$ cat config.mk
export PLATFORM = sky130hd
export DESIGN_NAME = shift_chain_ctrl
export DESIGN_NICKNAME = d
export VERILOG_FILES = /design/src/rtl/shift_chain_ctrl.sv
export SDC_FILE = /design/constraint.sdc
export NUM_CORES = 1
export LEC_CHECK = 0
export BUFFER_PORTS_ARGS = -buffer_cell sky130_fd_sc_hd__buf_4
export CAP_MARGIN = 30
export CORE_AREA = 2 2 39 41
export CTS_BUF_LIST = sky130_fd_sc_hd__clkbuf_8 sky130_fd_sc_hd__clkbuf_16
export DETAILED_ROUTE_END_ITERATION = 12
export DIE_AREA = 0 0 41 43
export MAX_ROUTING_LAYER = met4
export PLACE_DENSITY = 0.69
export SLEW_MARGIN = 20
export SYNTH_ARGS = -nofsm -noshare
export SYNTH_HDL_FRONTEND = slang
export SYNTH_SLANG_ARGS = --single-unit
export TNS_END_PERCENT = 50
$ cat constraint.sdc
create_clock -name clk -period 2.4 [get_ports clk]
set_input_delay 0.12 -clock clk [delete_from_list [all_inputs] [get_ports clk]]
set_output_delay 0.12 -clock clk [all_outputs]
set_load 0.01 [all_outputs]
$ cat src/rtl/shift_chain_ctrl.sv
// shift_chain_ctrl: valid/ready sequencer for a DEPTH-stage tap delay line with a one-shot window handshake.
// Define SHIFT_CHAIN_CTRL_FLUSH_EN to build the zero-injection flush; otherwise flush is ignored.
module shift_chain_ctrl #(
  parameter int WIDTH = 8,
  parameter int DEPTH = 4
) (
  input  logic                       clk,
  input  logic                       rst_n,
  input  logic                       in_valid,
  input  logic [WIDTH-1:0]           in_data,
  output logic                       in_ready,
  input  logic                       flush,
  output logic                       shift_en,
  output logic [WIDTH-1:0]           shift_data,
  output logic                       win_valid,
  input  logic                       win_ready,
  output logic [$clog2(DEPTH+1)-1:0] fill_count,
  output logic                       busy
);

  localparam int CW = $clog2(DEPTH+1);
  localparam logic [CW-1:0] FULL = CW'(DEPTH);

  localparam logic [1:0] ST_FILL  = 2'd0;
  localparam logic [1:0] ST_RUN   = 2'd1;

  logic [1:0]    state;
  logic [1:0]    state_nxt;
  logic [CW-1:0] fill_nxt;
  logic          win_valid_nxt;
  logic          accept;
  logic          window_free;
  logic          flushing;

  // A new sample may only enter once the current window has been taken, so the MAC never sees it move.
  assign window_free = !win_valid || win_ready;

`ifdef SHIFT_CHAIN_CTRL_FLUSH_EN
  localparam logic [1:0] ST_FLUSH = 2'd2;
  localparam int FW = $clog2(DEPTH);
  localparam logic [FW-1:0] FLUSH_LAST = FW'(DEPTH-1);

  logic [FW-1:0] flush_cnt;
  logic [FW-1:0] flush_cnt_nxt;

  assign flushing = (state == ST_FLUSH);
  assign in_ready = rst_n && !flushing && !flush && window_free;
`else
  logic unused_flush;

  assign unused_flush = flush;
  assign flushing     = 1'b0;
  assign in_ready     = rst_n && window_free;
`endif

  assign accept     = in_valid && in_ready;
  assign shift_en   = accept || flushing;
  assign shift_data = flushing ? '0 : in_data;
  assign busy       = flushing;

  always_comb begin
    state_nxt     = state;
    fill_nxt      = fill_count;
    win_valid_nxt = win_valid;
`ifdef SHIFT_CHAIN_CTRL_FLUSH_EN
    flush_cnt_nxt = flush_cnt;
    if (flushing) begin
      win_valid_nxt = 1'b0;
      if (flush_cnt == FLUSH_LAST) begin
        flush_cnt_nxt = '0;
        fill_nxt      = '0;
        state_nxt     = ST_FILL;
      end else begin
        flush_cnt_nxt = flush_cnt + 1'b1;
      end
    end else if (flush) begin
      // Any pending window is dropped; the line is about to be overwritten with zeros.
      state_nxt     = ST_FLUSH;
      flush_cnt_nxt = '0;
      win_valid_nxt = 1'b0;
    end else
`endif
    if (accept) begin
      if (state == ST_RUN) begin
        win_valid_nxt = 1'b1;
      end else begin
        fill_nxt = fill_count + 1'b1;
        if (fill_nxt == FULL) begin
          state_nxt     = ST_RUN;
          win_valid_nxt = 1'b1;
        end
      end
    end else if (win_valid && win_ready) begin
      win_valid_nxt = 1'b0;
    end
  end

  always_ff @(posedge clk or negedge rst_n) begin
    if (!rst_n) begin
      state      <= ST_FILL;
      fill_count <= '0;
      win_valid  <= 1'b0;
    end else begin
      state      <= state_nxt;
      fill_count <= fill_nxt;
      win_valid  <= win_valid_nxt;
    end
  end

`ifdef SHIFT_CHAIN_CTRL_FLUSH_EN
  always_ff @(posedge clk or negedge rst_n) begin
    if (!rst_n) begin
      flush_cnt <= '0;
    end else begin
      flush_cnt <= flush_cnt_nxt;
    end
  end
`endif

endmodule

==> flow_summary.json, run 1 <==
{
  "cts_tree": "done",
  "antenna_found_initial": 0,
  "hold_path.startpoint": "in_valid",
  "dieArea_sq_um": 1760,
  "place_congestion": 0.666,
  "clk_pin_slew_ns": 0.04,
  "clock_path_buffers": 2,
  "drt_iter0_drc": 2,
  "path_buf_inv": 2,
  "cts.htree.levels": 1,
  "utilization": 0.307,
  "syn-num-nets": 48,
  "synth-seq-area-share": 0.358,
  "overflow": 0,
  "core_sq_um": 1380,
  "boundaryPins": 28,
  "worst_slack_ns": 1.04,
  "status": "finished, final reports clean",
  "viasPerCell": 4.26,
  "rsz0062_at_grt": "no",
  "cts_buffers": 3,
  "post_dp_cell_area_sq_um": 369,
  "leakage_nw": 0.211,
  "worst_setup_path_end_kind": "register",
  "path_delay_family": "buffers and inverters",
  "final_common_cell": "buf_4",
  "ir_worst_vdd_mv": 0.446,
  "synth-async-reset-ratio": 1.00,
  "rows": 14,
  "die_h_microns": 43,
  "synth-edff-count": 0,
  "dp.cells": 49,
  "yosysWarnings": 0,
  "syn_to_final_growth_pct": 21.5,
  "netlist.area_leader.share": 0.358,
  "fin_crit_ns": 1.36,
  "synth_area_per_cell_sq_um": 10.6,
  "required_ns": 2.50,
  "initial_utilization": 0.252,
  "grt_max_degree": 9,
  "power.density_nw_per_um2": 1210,
  "cap_violations": 0,
  "final_cell_mix": "buf_4 (9), dfrtp_1 (5), xor2_1 (3), clkbuf_8 (3)",
  "portBuffers": 9,
  "critPathLaunch": "rst_n",
  "dp_slack_ns": 1.16,
  "fin_cells": 54,
  "layout_worst_path_cycle_share": 0.568,
  "cp_slowest_cell": "dlygate4sd3_1",
  "drt_pass1_iterations": 2,
  "hold_class": "in2reg",
  "rr_startpoint": "win_valid$_DFFE_PN0P_",
  "netlist-cell-type-count": 16,
  "seq_area_sq_um": 125,
  "crit_fanout": 8,
  "worstPathCellList": "dlygate4sd3_1 -> buf_4 -> nand2_1 -> nor3_2 -> mux2_4",
  "ant_nets": 0,
  "fin_nets": 54,
  "vias": 230,
  "drv_slew": 0,
  "yosysTopAreaCell": "dfrtp_1",
  "critical-path-max-stage-delay_ns": 0.53,
  "post-cts-setup-buffer-count": 0,
  "wl_per_cell_microns": 10.0,
  "diodes": 0,
  "ys_dominant_reg_cell": "dfrtp_1",
  "worst_ep_arrival_time_ns": 1.47,
  "finalClockSkew_ns": 0.00382,
  "cts_root_buf": "clkbuf_8",
  "drive_gt1_frac": 0.421,
  "cts.sinks": 5,
  "post-route-cell-area_sq_um": 424,
  "multi_input_area_sq_um": 153,
  "worstSetupStartpointType": "primary input",
  "die_w_microns": 41,
  "synthTopCellsByArea": "dfrtp_1 (36%), buf_4 (19%), xor2_1 (7.5%)",
  "grt_pass1_wl_microns": 807,
  "drc": 0,
  "setup_viol": 0,
  "track_usage": 0.0775,
  "dpl.hpwl_microns": 407,
  "wirelength_microns": 542,
  "netlist_area_sq_um": 349,
  "setup-tns-final_ns": 0,
  "synth_seq_cells": 5,
  "finalHoldViolCount": 0,
  "clk_latency_ns": 0.22,
  "criticalPathCategory": "in2reg",
  "fmax_ghz": 0.733,
  "grt_pass1_vias": 206,
  "n_fill_cell": 150,
  "syn_inst": 33
}
routing by layer:
metal | wire, microns | track usage | vias up
met3 | 103 | 0.0838 | 3
met1 | 208 | 0.0717 | 104
met4 | 11 | 0.0400 | 0
met5 | 0 | - | -
li1 | - | - | 108
met2 | 218 | 0.0969 | 15
layout make-up:
class | instances | share of cell area
Clock buffer | 3 | 0.0973
Clock inverter | 1 | 0.00885
Inverter | 1 | 0.00885
Multi-Input combinational cell | 18 | 0.360
Sequential cell | 5 | 0.295
Tap cell | 16 | 0.0472
Timing Repair Buffer | 10 | 0.183
synthesized netlist by cell type, types with 2 or more instances:
cell type,instances
ha_1,2
nor2_1,2
dfrtp_1,5
xor2_1,3
buf_4,9
nand2_1,2
report_power, final:
part           internal (W)  leakage [nW]  switching, W  total (W)
sequential         0.000125        0.0592     0.0000456   0.000170
combinational      0.000111         0.124     0.0000797   0.000191
clock              0.000110        0.0269     0.0000425   0.000152
stage by stage:
step | hold WS [ns] | total power, W
detailed placement | -0.0634 | 0.000362
CTS | 0.179 | 0.000525
finish | 0.179 | 0.000514
floorplan | -0.176 | 0.000296
global placement | -0.0666 | 0.000358
global route | 0.200 | 0.000558
sequential cells by signal, summed over array words and instances, names as in the netlist:
register,cells
fill_count,3
state,1
win_valid,1
final timing paths:
path	endpoint	slack, ns	depth (start not counted)
setup / recovery	fill_count[1]$_DFFE_PN0P_	1.04	5
hold / removal	win_valid$_DFFE_PN0P_	0.18	3
setup reg to reg	fill_count[1]$_DFFE_PN0P_	1.16	3
hold reg to reg	fill_count[2]$_DFFE_PN0P_	0.50	1
max in group asynchronous	fill_count[0]$_DFFE_PN0P_	2.02	2
min in group asynchronous	win_valid$_DFFE_PN0P_	0.25	2
cells by family after synthesis:
kind of cell,synth area share
buffers and inverters,0.204
xor gates and xnor gates,0.0753
and+or+nand+nor,0.176
AOI/OAI and AO/OA,0.0609
adders and majority gates,0.0717
muxes,0.0430
other,0.0107
DFF,0.358
worst min-delay path, stage by stage:
cell and delay (ns):
buf_4 0.08, a22oi_1 0.05, a21oi_1 0.10
what timing repair did:
| item | CTS | global route |
|---|---|---|
| hold buffers | 1 | 0 |
| endpoints found under the hold margin | 5 | 0 |
| endpoints found under the setup margin | 0 | 0 |
| resized for setup | 0 | 0 |
(Power assumes the default switching activity.)
==> run 2, diff against run 1 <==
--- a/config.mk
+++ b/config.mk
@@ -5,6 +5,7 @@
 export SDC_FILE = /design/constraint.sdc
 export NUM_CORES = 1
 export LEC_CHECK = 0
+export ABC_AREA = 1
 export BUFFER_PORTS_ARGS = -buffer_cell sky130_fd_sc_hd__buf_4
 export CAP_MARGIN = 30
 export CORE_AREA = 2 2 39 41
@@ -12,7 +13,7 @@
 export DETAILED_ROUTE_END_ITERATION = 12
 export DIE_AREA = 0 0 41 43
 export MAX_ROUTING_LAYER = met4
-export PLACE_DENSITY = 0.69
+export PLACE_DENSITY = 0.71
 export SLEW_MARGIN = 20
 export SYNTH_ARGS = -nofsm -noshare
 export SYNTH_HDL_FRONTEND = slang
==> constraint.sdc (replaced) <==
create_clock -name clk -period 1.42 [get_ports clk]
set_input_delay 0.071 -clock clk [delete_from_list [all_inputs] [get_ports clk]]
set_output_delay 0.071 -clock clk [all_outputs]
set_load 0.01 [all_outputs]
==> run 2 against run 1 <==
Against the previous run: final cell count up 30%; worst setup slack worse by 0.76 ns; die area unchanged; clock skew down 0.0034 ns; sequential share of layout area fell by 2.1 points; cell area up 7.7%; sequential power down 12%; worst hold slack lost 0.037 ns; wire length rose by 19%; clock-buffer cell count unchanged; largest cell class unchanged; largest power group is now the clock network; highest routed layer is now met3.
==> flow_summary.json, run 2 <==
{
  "netlist_area_sq_um": 382,
  "synthTopCellsByArea": "dfrtp_1 (33%), buf_4 (18%), nand2_1 (12%)",
  "rsz0062_at_grt": "no",
  "final_common_cell": "nand2_1",
  "worst_setup_path_end_kind": "output pin",
  "largest_reg_flops": 3,
  "finalClockSkew_ns": 0.000382,
  "setup_viol": 0,
  "drt_iter0_drc": 0,
  "yosysWarnings": 0,
  "layout_worst_path_cycle_share": 0.806,
  "cts_root_buf": "clkbuf_8",
  "boundaryPins": 28,
  "netlist.area_leader.share": 0.328,
  "grt_util_met3": 0.0524,
  "track_usage": 0.0858,
  "holdWs_ns": 0.142,
  "clk_latency_ns": 0.22,
  "cts_tree": "done",
  "critPathLaunch": "rst_n",
  "worst_r2r_path_depth": 7,
  "seq_area_sq_um": 125,
  "status": "finished, final reports clean",
  "ant_nets": 0,
  "synth-async-reset-ratio": 1.00,
  "utilization": 0.330,
  "fin_nets": 70,
  "diodes": 0,
  "cp_slowest_cell": "dlygate4sd3_1",
  "synth_seq_cells": 5,
  "multi_input_area_sq_um": 155,
  "n_fill_cell": 151,
  "regMostFlops": "fill_count",
  "cts_buffers": 3,
  "initial_utilization": 0.276,
  "synth-seq-area-share": 0.328,
  "yosysTopAreaCell": "dfrtp_1",
  "drt_pass1_iterations": 1,
  "finalHoldViolCount": 0,
  "dpl.hpwl_microns": 512,
  "drive_gt1_frac": 0.352,
  "grt_pass1_wl_microns": 903,
  "worstSetupStartpointType": "primary input",
  "rows": 14,
  "cap_violations": 0,
  "rr_startpoint": "fill_count[0]$_DFFE_PN0P_",
  "busiest_layer": "met2",
  "vias": 278,
  "criticalPathCategory": "in2out",
  "fin_crit_ns": 1.14,
  "die_h_microns": 43,
  "fmax_ghz": 0.874,
  "wirelength_microns": 643,
  "use_met2": 0.100,
  "syn_inst": 49,
  "die_w_microns": 41,
  "drc": 0,
  "hold_class": "in2out",
  "leakage_nw": 0.260,
  "final_cell_mix": "nand2_1 (12), inv_1 (10), buf_4 (9)",
  "portBuffers": 9,
  "synth-edff-count": 0,
  "worst_ep_arrival_time_ns": 1.07,
  "cts.htree.levels": 1,
  "use_met1": 0.0948,
  "required_ns": 1.35,
  "crit_fanout": 9,
  "reg.largest.list": "fill_count (3), state (1), win_valid (1)",
  "syn_to_final_growth_pct": 19.7,
  "ys_top_cells_by_count": "nand2_1 (12), buf_4 (9), inv_1 (9)",
  "drv_slew": 0,
  "hold_path.startpoint": "in_data[1]",
  "syn-num-nets": 64,
  "overflow": 0,
  "grt_pass1_vias": 218,
  "cts.sinks": 5,
  "grt_max_degree": 10,
  "core_sq_um": 1380,
  "worstPathCellList": "dlygate4sd3_1 -> buf_4 -> nand2_2 -> nor2_4 -> buf_4",
  "clock_path_buffers": 2,
  "cp_common_cell": "buf_4",
  "ir_worst_vdd_mv": 0.461,
  "netlist-cell-type-count": 14,
  "antenna_found_initial": 0,
  "viasPerCell": 3.97,
  "setup-tns-final_ns": 0,
  "ys_dominant_reg_cell": "dfrtp_1",
  "critical-path-max-stage-delay_ns": 0.52,
  "wl_per_cell_microns": 9.19,
  "synth_area_per_cell_sq_um": 7.79,
  "min_path_cells": 0,
  "cts_resized": 0,
  "place_congestion": 0.729,
  "dieArea_sq_um": 1760,
  "power.density_nw_per_um2": 995,
  "synth.most_common_cell": "nand2_1"
}
run 2: stage by stage:
step | instances | area (sq um) | worst slack (ns) | total power (W)
2_1_floorplan | 49 | 382 | 0.349 | 0.000199
3_3_place_gp | 65 | 402 | 0.341 | 0.000197
3_5_place_dp | 65 | 402 | 0.313 | 0.000198
4_1_cts | 70 | 457 | 0.263 | 0.000464
5_1_grt | 70 | 457 | 0.209 | 0.000483
6_report | 70 | 457 | 0.275 | 0.000455
run 2: report_power, final:
group          switching (W)  internal [W]  leakage [nW]
combinational      0.0000252     0.0000225         0.170
clock              0.0000715      0.000185        0.0269
sequential        0.00000362      0.000146        0.0631
run 2: final cells by class:
cell class                 count  area share
multi-input combinational     26       0.340
timing repair buffer          10       0.170
inverter                       9      0.0740
clock inverter                 1     0.00822
sequential                     5       0.274
clock buffer                   3      0.0904
tap                           16      0.0438
run 2: repair_timing:
| action | in CTS | in global routing |
|---|---|---|
| hold buffers | 1 | 0 |
| endpoints found under the hold margin | 5 | 0 |
| buffers inserted | 0 | 0 |
run 2: per-layer routing:
layer | wire, microns | part of all wire
met3 | 89 | 0.14
met4 | 0 | 0
met2 | 275 | 0.43
met5 | 0 | 0
met1 | 277 | 0.43
run 2: cell families (layout without fill, tap and decap cells):
family	after synthesis	count (layout)	synth area share
and+or+nand+nor	22	22	0.318
buffers and inverters	18	23	0.266
DFF	5	5	0.328
adders and majority gates	2	2	0.0656
other	1	1	0.00983
AOI/OAI and AO/OA	1	1	0.0131
run 2: critical path, delay by kind of cell:
kind / cells / cell delay (ns)
buffers and inverters: 3 / 0.81
AND/OR/NAND/NOR: 2 / 0.18
run 2: final timing paths:
path                                             endpoint  slack [ns]
worst min register to register  fill_count[1]$_DFFE_PN0P_        0.53
worst max register to register      win_valid$_DFFE_PN0P_        0.31
min in group asynchronous           win_valid$_DFFE_PN0P_        0.21
worst min-delay path                        shift_data[1]        0.14
max in group asynchronous       fill_count[2]$_DFFE_PN0P_        1.08
worst max-delay path                             shift_en        0.28
